--- config.mk ---
export PLATFORM = sky130hd
export DESIGN_NAME = psum_accumulator
export DESIGN_NICKNAME = d
export VERILOG_FILES = /design/src/rtl/psum_accumulator.sv
export SDC_FILE = /design/constraint.sdc
export NUM_CORES = 1
export LEC_CHECK = 0
export BUFFER_PORTS_ARGS = -buffer_cell sky130_fd_sc_hd__buf_2
export CAP_MARGIN = 20
export CORE_ASPECT_RATIO = 1.2
export CORE_MARGIN = 2
export CORE_UTILIZATION = 59
export CTS_CLUSTER_SIZE = 14
export DETAILED_ROUTE_END_ITERATION = 7
export GPL_TIMING_DRIVEN = 0
export PLACE_DENSITY = 0.87
export SYNTH_ARGS = -nofsm -noshare
export SYNTH_HDL_FRONTEND = slang
export SYNTH_SLANG_ARGS = --single-unit
--- constraint.sdc ---
create_clock -name clk -period 8.15 [get_ports clk]
set_input_delay 1.2225 -clock clk [delete_from_list [all_inputs] [get_ports clk]]
set_output_delay 1.2225 -clock clk [all_outputs]
set_load 0.05 [all_outputs]
--- src/rtl/psum_accumulator.sv ---
// Column partial-sum accumulator: splits each accepted psum beat into 1, 2 or 4 lanes
// according to the latched precision mode and accumulates them into four ACC_WIDTH lanes.
module psum_accumulator #(
    parameter int COL_WIDTH = 13,
    parameter int ACC_WIDTH = 32
) (
    input  logic                   clk,
    input  logic                   rst,
    input  logic                   start,
    input  logic [7:0]             acc_len,
    input  logic [3:0]             weight_width,
    input  logic                   s_signed,
    input  logic [COL_WIDTH*4-1:0] psum_in,
    input  logic                   psum_valid,
    output logic                   psum_ready,
    output logic                   busy,
    output logic [ACC_WIDTH*4-1:0] out_data,
    output logic                   out_valid,
    input  logic                   out_ready
);

    // Handshakes: a beat moves when psum_valid && psum_ready, a result moves when
    // out_valid && out_ready; valid never waits on ready, and busy mirrors state ACCUM.
    typedef enum logic {
        IDLE  = 1'b0,
        ACCUM = 1'b1
    } state_t;

    typedef enum logic [1:0] {
        MODE_2B = 2'd0,
        MODE_4B = 2'd1,
        MODE_8B = 2'd2
    } mode_t;

    state_t                 state_q, state_d;
    mode_t                  mode_q, mode_d;
    logic                   sgn_q, sgn_d;
    logic [7:0]             len_q, len_d;
    logic [7:0]             cnt_q, cnt_d;
    logic [ACC_WIDTH-1:0]   acc_q [4];
    logic [ACC_WIDTH-1:0]   acc_d [4];
    logic [ACC_WIDTH*4-1:0] out_data_q, out_data_d;
    logic                   out_valid_q, out_valid_d;

    mode_t                  mode_new;
    logic                   ww_legal;
    logic                   start_ok;
    logic                   is_final;
    logic                   beat_acc;
    logic [ACC_WIDTH-1:0]   l8;
    logic [ACC_WIDTH-1:0]   l4 [2];
    logic [ACC_WIDTH-1:0]   l2 [4];
    logic [ACC_WIDTH-1:0]   lane [4];
    logic [ACC_WIDTH-1:0]   sum [4];

    always_comb begin
        ww_legal = 1'b1;
        mode_new = MODE_2B;
        if (weight_width == 4'b1000) begin
            mode_new = MODE_8B;
        end else if (weight_width == 4'b0100) begin
            mode_new = MODE_4B;
        end else if (weight_width[3:2] == 2'b00) begin
            mode_new = MODE_2B;
        end else begin
            ww_legal = 1'b0;
        end
    end

    assign start_ok   = start && (acc_len != 8'd0) && ww_legal;
    assign is_final   = (cnt_q == len_q - 8'd1);
    // A final beat would overwrite the result register, so it waits while the output is stuck.
    assign psum_ready = !rst && (state_q == ACCUM) && !(is_final && out_valid_q && !out_ready);
    assign busy       = !rst && (state_q == ACCUM);
    assign beat_acc   = psum_valid && psum_ready;
    assign out_data   = out_data_q;
    assign out_valid  = out_valid_q;

    // Lanes at least as wide as the accumulator only need truncation; narrower ones extend.
    generate
        if (4*COL_WIDTH >= ACC_WIDTH) begin : g_l8_trunc
            assign l8 = psum_in[ACC_WIDTH-1:0];
        end else begin : g_l8_ext
            assign l8 = sgn_q ? ACC_WIDTH'($signed(psum_in)) : ACC_WIDTH'(psum_in);
        end

        for (genvar g = 0; g < 2; g++) begin : g_l4
            logic [2*COL_WIDTH-1:0] raw;
            assign raw = psum_in[2*COL_WIDTH*g +: 2*COL_WIDTH];
            if (2*COL_WIDTH >= ACC_WIDTH) begin : g_trunc
                assign l4[g] = raw[ACC_WIDTH-1:0];
            end else begin : g_ext
                assign l4[g] = sgn_q ? ACC_WIDTH'($signed(raw)) : ACC_WIDTH'(raw);
            end
        end

        for (genvar g = 0; g < 4; g++) begin : g_l2
            logic [COL_WIDTH-1:0] raw;
            assign raw = psum_in[COL_WIDTH*g +: COL_WIDTH];
            if (COL_WIDTH >= ACC_WIDTH) begin : g_trunc
                assign l2[g] = raw[ACC_WIDTH-1:0];
            end else begin : g_ext
                assign l2[g] = sgn_q ? ACC_WIDTH'($signed(raw)) : ACC_WIDTH'(raw);
            end
        end
    endgenerate

    always_comb begin
        for (int i = 0; i < 4; i++) begin
            lane[i] = '0;
        end
        case (mode_q)
            MODE_8B: begin
                lane[0] = l8;
            end
            MODE_4B: begin
                lane[0] = l4[0];
                lane[1] = l4[1];
            end
            default: begin
                for (int i = 0; i < 4; i++) begin
                    lane[i] = l2[i];
                end
            end
        endcase
        for (int i = 0; i < 4; i++) begin
            sum[i] = acc_q[i] + lane[i];
        end
    end

    always_comb begin
        state_d     = state_q;
        mode_d      = mode_q;
        sgn_d       = sgn_q;
        len_d       = len_q;
        cnt_d       = cnt_q;
        out_data_d  = out_data_q;
        out_valid_d = out_valid_q;
        for (int i = 0; i < 4; i++) begin
            acc_d[i] = acc_q[i];
        end

        if (out_valid_q && out_ready) begin
            out_valid_d = 1'b0;
        end

        case (state_q)
            IDLE: begin
                if (start_ok) begin
                    mode_d  = mode_new;
                    sgn_d   = s_signed;
                    len_d   = acc_len;
                    cnt_d   = 8'd0;
                    state_d = ACCUM;
                    for (int i = 0; i < 4; i++) begin
                        acc_d[i] = '0;
                    end
                end
            end
            ACCUM: begin
                if (beat_acc) begin
                    cnt_d = cnt_q + 8'd1;
                    for (int i = 0; i < 4; i++) begin
                        acc_d[i] = sum[i];
                    end
                    if (is_final) begin
                        for (int i = 0; i < 4; i++) begin
                            out_data_d[ACC_WIDTH*i +: ACC_WIDTH] = sum[i];
                        end
                        out_valid_d = 1'b1;
                        state_d     = IDLE;
                    end
                end
            end
            default: begin
                state_d = IDLE;
            end
        endcase
    end

    always_ff @(posedge clk) begin
        if (rst) begin
            state_q     <= IDLE;
            mode_q      <= MODE_2B;
            sgn_q       <= 1'b0;
            len_q       <= 8'd0;
            cnt_q       <= 8'd0;
            out_data_q  <= '0;
            out_valid_q <= 1'b0;
            for (int i = 0; i < 4; i++) begin
                acc_q[i] <= '0;
            end
        end else begin
            state_q     <= state_d;
            mode_q      <= mode_d;
            sgn_q       <= sgn_d;
            len_q       <= len_d;
            cnt_q       <= cnt_d;
            out_data_q  <= out_data_d;
            out_valid_q <= out_valid_d;
            for (int i = 0; i < 4; i++) begin
                acc_q[i] <= acc_d[i];
            end
        end
    end

    a_out_hold: assert property (@(posedge clk) disable iff (rst)
        out_valid && !out_ready |=> out_valid && $stable(out_data));
    a_idle_not_ready: assert property (@(posedge clk)
        (state_q == IDLE) |-> !psum_ready);

endmodule
### Word-level counts from Yosys, hierarchy flattened

Memories as Yosys holds them, arrays and structs flattened.
Cells that the tools add are included.

* input port bits: 70
* memory bits (writable): 128
* memories kept: 1
* output and inout bits: 131
* bits in registers: 149
* word-level logic and storage cells: 78

* reduce and logical (&&, ||, !) cells: 17
* muxes and demuxes: 35
* bitwise operators: 5
* eq/ne operators: 7
* add/subtract/negate cells: 6

Memory list
* acc_q: depth 4, bits a word 32, rd ports 4, clocked after memory_dff 0, wr ports 4, line 40 `logic [ACC_WIDTH-1:0] acc_q [4];`

Operators with widths (number)
* 32-bit two-way mux: 10
* 128-bit two-way mux: 2
* 128-bit one-hot mux with 2 select lines: 1
* 32-bit adder: 4
* 32-bit one-hot mux with 2 select lines: 2
* 64-bit two-way mux: 1
* 8-bit two-way mux: 2
* 8-bit one-hot mux with 2 select lines: 1
* 1-bit two-way mux: 14
* 8-bit by 1-bit adder with 8-bit output, second input constant: 1
* 8-bit == test: 1
* 1-bit logical AND: 8
* 8-bit nonzero test: 1
* 8-bit by 1-bit subtractor with 8-bit output, second input constant: 1
* 4-bit by 3-bit == test with 1-bit output, second input constant: 1
* 4-bit == test, second input constant: 1
* 1-bit bitwise OR: 4
* 2-bit AND reduction: 2
* 1-bit logical NOT: 3
* 3-bit AND reduction: 1
* 2-bit by 1-bit == test with 1-bit output, second input constant: 1
* 2-bit == test, second input constant: 1
* 2-bit logical NOT: 1
* 2-bit two-way mux: 1
* 5 further kinds: 5

### Longest topological paths before layout

Gate-level depths: netlist of the first run.

* depth after elaboration: 10
* gate-level depth with buffers: 18
* depth with buffers taken out: 16

### Worst setup path after synthesis of the first run

No wires, ideal clock.

* kind: input to register
* start: in psum_in[12]
* end: reg out_data_q[29] (netlist: out_data[29])
* setup time: 0.116 ns
* data required time: 8.034 ns
* cell stages on the path: 13
* setup slack: 3.851 ns
* data arrival time: 4.183 ns
* path buffers: 2
* path through: a21boi_1 clkbuf_1 nor2_1 ha_1 clkbuf_1 and2_1 a22o_1 o21ai_0 a21oi_1 a211oi_1 mux2i_1 a21oi_1 a31o_2

* cells in the longest elaborated chain, start to end: 3
* elaborated cells between the ends (all ways): 4
* classes of those cells: add/sub: 1; mux: 3

RTL lines
* from (decl): line 13 `input logic [COL_WIDTH*4-1:0] psum_in,`
* 32-bit two-way mux (on tied branches): line 103, 93
* 32-bit one-hot mux with 2 select lines *: line 112 `case (mode_q)`
* 32-bit adder *: line 127 `sum[i] = acc_q[i] + lane[i];`
* to (signal assigned): line 199 `out_data_q <= out_data_d;`
* to (decl): line 42 `logic [ACC_WIDTH*4-1:0] out_data_q, out_data_d;`

Mark *: on every way between the ends. The rest lies on a longest branch, timed or not.
A chain may end at the register's enable or synchronous reset.

==> results of run 1 <==
-- metal layers --
layer	vias up	share of wire [%]	GRT usage, %	wire length, um
met5	-	0	0	0
met4	0	6.4	21.41	3574
met3	227	7.5	6.043	4195
met2	751	46	59.98	25520
met1	8021	40	44.53	22400
li1	8047	-	-	-
-- report_power, final --
part           internal (W)  switching (W)  leakage, nW
Sequential          0.00137      0.0000101         2.23
Combinational      0.000117       0.000217         5.84
Clock              0.000852       0.000592        0.506
-- layout make-up --
| type | count | area, um2 |
|---|---|---|
| multi-input combinational | 1636 | 10540 |
| fill | 2369 | 8666 |
| sequential | 277 | 5545 |
| timing repair buffer | 200 | 1001 |
| clock buffer | 42 | 847.1 |
| buffer | 128 | 578.1 |
| tap | 379 | 474.2 |
| clock inverter | 14 | 183.9 |
| inverter | 42 | 157.7 |
| antenna | 2 | 5.005 |
-- path summary, 6_finish.rpt --
path	startpoint	end	slack [ns]	depth (start not counted)
hold / removal	out_data[107]	out_data[107]	0.45	2
setup / recovery	mode_q[0]	acc_q[3][30]	2.98	15
hold reg to reg	out_data[107]	out_data[107]	0.45	2
setup reg to reg	mode_q[0]	acc_q[3][30]	2.98	15
-- cell families (layout without fill, tap and decap cells) --
group	count (synthesis)	count (layout)	share of synthesized area (%)
XOR/XNOR	129	129	6.716
flip-flops	277	277	32.96
AND/OR/NAND/NOR	700	700	19.64
buffers and inverters	170	426	4.373
multiplexers	10	10	0.6025
other	0	2	0
adder cells (fa/ha/maj)	114	114	8.658
AO/OA/AOI/OAI	683	683	27.05
-- synth_stat cells, types with 9 or more instances --
master / number / area share [%]
a211oi_1: 21 / 0.94
a21o_1: 67 / 3.0
a21oi_1: 231 / 6.9
a22o_1: 110 / 5.7
a31oi_1: 27 / 1.0
and2_1: 40 / 1.5
and3_1: 29 / 1.1
buf_2: 15 / 0.45
buf_6: 10 / 0.67
clkbuf_1: 95 / 2.1
dfxtp_1: 277 / 33
ha_1: 110 / 8.2
inv_1: 42 / 0.94
mux2i_1: 9 / 0.54
nand2_1: 294 / 6.6
nand2b_1: 10 / 0.37
nand3_1: 77 / 2.3
nand4_1: 23 / 0.86
nor2_1: 115 / 2.6
nor2b_1: 10 / 0.37
nor3_1: 37 / 1.1
o211ai_1: 18 / 0.80
o21a_1: 18 / 0.80
o21ai_0: 58 / 1.7
o21ai_1: 31 / 0.92
o21bai_1: 14 / 0.62
o31ai_1: 13 / 0.58
or3_1: 19 / 0.71
xnor2_1: 80 / 4.2
xor2_1: 49 / 2.6
-- state kept, by name, indices dropped and copies added, names as in the netlist --
register / cells
acc_q: 128
mode_q: 2
cnt_q: 8
out_valid: 1
state_q: 1
len_q: 8
sgn_q: 1
out_data: 128
-- per-stage QoR --
step	util, %	instances	power, W	instance area, um2	setup WS (ns)
2_1_floorplan	-	2083	0.001623	16820	3.851
3_3_place_gp	65.35	2662	0.001720	18300	3.038
3_5_place_dp	65.35	2662	0.001729	18300	2.915
4_1_cts	69.03	2718	0.003153	19330	3.096
5_1_grt	69.04	2719	0.003238	19330	2.743
6_report	69.05	2720	0.003153	19330	2.979
-- tightest hold or removal path: stages (launching register included) --
cell	delay, ns
dfxtp_1	0.30
nand2_1	0.05
a21oi_1	0.05
==> impl_metrics.csv, run 1 <==
group,metric,value,unit
status,outcome,"finished, final reports clean",
layout,area_delta_synth_final,14.93,%
routing,wl_per_cell,20.48,um
clocking,cts_sinks,277,
grt,grt_antenna_before_repair,2,
routing,drc,0,
pwr,peakVddDrop,0.1569,mV
timing,worstMarginPinSlew,1.118,ns
logic_synthesis,syn_inst,2083,
critical_path,path_buf_inv,3,
grt,overflow,0,
timing,drv_slew,0,
logic_synthesis,synth_nets,2267,
logic_synthesis,ys.warnings.count,0,
clocking,post_cts_resized,0,
critical_path,cpPeakStageDelay,1.02,ns
critical_path,start_kind,"flop",
critical_path,arrival,5.60,ns
critical_path,cp-end-kind,"flop",
critical_path,crit_family,"compound AO/OA/AOI/OAI gates",
clocking,holdBufCountCts,0,
logic_synthesis,async_reset_ff_share,0,%
timing,hold_viol_final,0,
placement,hpwl,41960,um
critical_path,critPathKind,"flop to flop",
logic_synthesis,ys_seq_area_share,32.96,%
grt,grt_usage,36.41,%
placement,io_buffers,200,
timing,period_share,63.44,%
routing,via_count,17046,
placement,gp_congestion,0.9878,
routing,drt_pre_antenna_iters,7,
logic_synthesis,ys.flop_type,"dfxtp_1",
clocking,cts_tree,"built",
clocking,clkLatencyLatePin,0.57,ns
logic_synthesis,ys_ff_latch,277,
logic_synthesis,synth_cell_types,86,
clocking,cts_made_buffers,30,
pwr,powerDensity,163.1,nW/um2
clocking,path_clk_slew,0.06,ns
logic_synthesis,syn-cell-area,16820,um2
pwr,leakagePower,8.577,nW
clocking,post_cts_buffers,0,
die,core_area,28000,um2
critical_path,worstPathRequired,8.58,ns
layout,mostFrequentLayoutCell,"nand2_1",
die,die_x,158.1,um
clocking,cts.root.buffer_cell,"clkbuf_16",
clocking,clock_path_buffers,3,
layout,layout-drive-gt1-share,12.70,%
routing,drtAntennaViolNets,0,
routing,wl,55690,um
critical_path,slowest_stage,"a2111oi_0",
die,initial_core_util,60.08,%
timing,min_period,5.171,ns
layout,fin_nets,2499,
routing,drt_iter0_drc,1212,
critical_path,crit_fanout,10,
timing,rsz0062_at_grt,"false",
die,die_area,29890,um2
hold_path,hold_class,"flop to flop",
die,rows,67,
timing,fin_setup_tns,0,ns
timing,finalClockSkew,0.01285,ns
timing,max-slew-margin-rel,23.52,%
critical_path,crit_chain,"inv_1, ha_1, clkbuf_1, clkbuf_1, and2_1, ha_1, fa_1, a211o_1, o211ai_1, o221a_2, o31ai_2, a2bb2oi_1, a2111oi_0, a2bb2oi_1, o31ai_1",
logic_synthesis,synth_area_per_cell,8.076,um2
clocking,cts_max_level,1,
die,pin_count,201,
timing,holdWs,0.4465,ns
grt,grt_pass1_wl,86050,um
logic_synthesis,synth_edf_count,0,
flow_run,maxCapViolCount,0,
routing,vias_per_cell,6.267,
grt,grt_pass1_vias,16347,
layout,final_cell_mix,"294 x nand2_1, 277 x dfxtp_1, 231 x a21oi_1",
timing,max_freq,0.1934,GHz
timing,finalSetupViolCount,0,
die,die_h,189.0,um
grt,grt_max_degree,19,
Note: power is estimated with default switching activity, not from simulation.
==> run 2, diff against run 1 <==
--- a/config.mk
+++ b/config.mk
@@ -9,11 +9,11 @@
 export CAP_MARGIN = 20
 export CORE_ASPECT_RATIO = 1.2
 export CORE_MARGIN = 2
-export CORE_UTILIZATION = 59
+export CORE_UTILIZATION = 54
 export CTS_CLUSTER_SIZE = 14
 export DETAILED_ROUTE_END_ITERATION = 7
 export GPL_TIMING_DRIVEN = 0
-export PLACE_DENSITY = 0.87
+export PLACE_DENSITY = 0.84
 export SYNTH_ARGS = -nofsm -noshare
 export SYNTH_HDL_FRONTEND = slang
 export SYNTH_SLANG_ARGS = --single-unit
==> constraint.sdc (replaced) <==
create_clock -name clk -period 4.4 [get_ports clk]
set_input_delay 0.66 -clock clk [delete_from_list [all_inputs] [get_ports clk]]
set_output_delay 0.66 -clock clk [all_outputs]
set_load 0.05 [all_outputs]
==> impl_metrics.csv, run 2 (synthesis gave the netlist of run 1 again) <==
group,metric,value,unit
timing,rsz0062_at_grt,"true",
die,die_x,165.1,um
clocking,cts_tree,"built",
clocking,cts_sinks,277,
pwr,internal_power,0.004301,W
critical_path,reg2reg_depth,15,
clocking,cts_made_buffers,28,
pwr,leakagePower,8.637,nW
grt,grt_pass1_wl,85190,um
routing,drt_pre_antenna_iters,6,
clocking,path_clk_slew,0.07,ns
layout,n_antenna_cell,0,
routing,via_count,16880,
routing,drt_iter0_drc,1368,
hold_path,hold_class,"primary input to flop",
routing,vias_per_cell,6.176,
critical_path,crit_family,"compound AO/OA/AOI/OAI gates",
timing,finalSetupViolCount,0,
layout,layout.area.seq,5545,um2
critical_path,path_buf_inv,3,
critical_path,cp-end-kind,"flop",
clocking,clkLatencyLatePin,0.57,ns
pwr,clock_power_share,45.1,%
status,outcome,"finished, final reports clean",
placement,gp_congestion,0.9491,
die,pin_count,201,
critical_path,critPathKind,"flop to flop",
layout,fin_nets,2501,
layout,stdcell_area,19530,um2
pwr,powerDensity,295.7,nW/um2
clocking,holdBufCountCts,0,
critical_path,slowest_stage,"or4_1",
routing,wl_per_cell,20.25,um
layout,multiInputGateArea,10700,um2
critical_path,start_kind,"flop",
die,initial_core_util,55.03,%
timing,hold_viol_final,0,
critical_path,crit_fanout,10,
layout,layout-drive-gt1-share,14.16,%
timing,drv_slew,0,
pwr,power,0.005776,W
die,rows,70,
timing,fin_ws,0.1377,ns
layout,final_cell_mix,"294 x nand2_1, 277 x dfxtp_1, 229 x a21oi_1",
timing,period_share,96.87,%
placement,io_buffers,200,
timing,finalClockSkew,0.01544,ns
flow_run,maxCapViolCount,0,
grt,grt_antenna_before_repair,2,
placement,place_ws,-0.5132,ns
placement,dpl_cell_area,18320,um2
clocking,clock_path_buffers,3,
pwr,switching_share,25.54,%
die,core_area,30570,um2
timing,holdWs,0.3335,ns
placement,hpwl,41740,um
critical_path,arrival,4.74,ns
die,die_area,32590,um2
grt,grt_pass1_vias,16300,
layout,area_delta_synth_final,16.10,%
grt,grt_max_degree,15,
grt,grt_usage,33.23,%
critical_path,cpPeakStageDelay,0.54,ns
critical_path,worstPathRequired,4.88,ns
pwr,seqPwrFrac,44.1,%
pwr,p_switching,0.001475,W
timing,max_freq,0.2346,GHz
timing,worstMarginPinSlew,1.157,ns
pwr,comb_power_share,10.8,%
layout,n_fill_cell,2656,
grt,overflow,0,
routing,wl,55350,um
die,die_h,197.3,um
routing,drc,0,
pwr,peakVddDrop,0.3336,mV
clocking,cts_max_level,1,
clocking,cts.root.buffer_cell,"clkbuf_16",
timing,max-slew-margin-rel,22.89,%
hold_path,min-delay-start,"s_signed",
timing,min_period,4.262,ns
critical_path,reg2reg_slack,0.14,ns
layout,mostFrequentLayoutCell,"nand2_1",
critical_path,r2r_end,"out_data[63]",
hold_path,holdPathEnd,"sgn_q",
critical_path,worst_r2r_startpoint,"mode_q[0]",
hold_path,holdPathStages,3,
routing,drtAntennaViolNets,0,
critical_path,crit_chain,"inv_1, ha_2, clkbuf_4, and3_1, clkbuf_4, a21o_1, ha_1, a21o_1, a311o_1, a211oi_1, o21ai_1, or4_1, nand4_1, xnor2_1, a211oi_1",
==> run 2: cell count changes in the layout (fill, tap and decap cells not counted), sizes merged <==
| cell | change |
|---|---|
| buf | +5 |
| clkbuf | -1 |
| clkinv | -3 |
| diode | -2 |
| inv | -3 |
==> run 2: routing by layer <==
metal / vias to the layer above / GRT usage (%) / wire [um]
met5: - / 0 / 11
met3: 204 / 6.131 / 4483
met1: 7940 / 39.56 / 21840
met4: 2 / 17.65 / 3280
met2: 702 / 56.47 / 25730
li1: 8032 / - / -
==> run 2: what timing repair did <==
| action | in CTS | in global routing |
|---|---|---|
| gates resized for setup | 18 | 37 |
| pin swaps | 0 | 2 |
| setup buffers | 1 | 5 |
| endpoints found under the setup margin | 78 | 61 |
==> run 2: metrics by stage <==
stage	instances	util (%)	setup TNS, ns
3_5_place_dp	2679	59.93	-13.74
3_3_place_gp	2679	59.93	-9.177
5_1_grt	2733	63.90	-0.01037
2_1_floorplan	2083	-	0
4_1_cts	2730	63.35	-0.007570
6_report	2733	63.90	0
==> run 2: worst reg2reg max path, stage by stage, from the launching register on <==
cell	delay, ns
dfxtp_1	0.40
inv_1	0.07
ha_2	0.40
clkbuf_4	0.24
and3_1	0.31
clkbuf_4	0.26
a21o_1	0.11
ha_1	0.23
a21o_1	0.18
a311o_1	0.42
a211oi_1	0.30
o21ai_1	0.19
or4_1	0.54
nand4_1	0.21
xnor2_1	0.10
a211oi_1	0.21
==> run 2: power by group through the flow <==
stage	clock [W]	sequential (W)	combinational [W]
floorplan	0	0.00260	0.000409
global placement	0	0.00260	0.000583
detailed placement	0	0.00260	0.000596
CTS	0.00261	0.00255	0.000604
global route	0.00271	0.00255	0.000673
finish	0.00260	0.00255	0.000624
==> run 2: area by class of cell <==
cell class | instances | share of cell area, %
multi-input cells | 1636 | 54.80
flip-flops and latches | 277 | 28.39
repair buffers | 206 | 5.356
clock buffers | 42 | 4.324
plain buffers | 126 | 3.043
well taps | 396 | 2.537
inverters | 42 | 0.8264
clock inverters | 8 | 0.7175
==> run 2: worst max path at each step <==
| stage | cells past startpoint | endpoint | from |
|---|---|---|---|
| 6_report | 15 | out_data[63] | mode_q[0] |
| 5_1_grt | 15 | out_data[63] | mode_q[0] |
| 4_1_cts | 16 | out_data[27] | mode_q[0] |
| 3_5_place_dp | 17 | out_data[52] | mode_q[0] |
| 3_3_place_gp | 17 | out_data[52] | mode_q[0] |
| 2_1_floorplan | 15 | acc_q[3][30] | mode_q[0] |
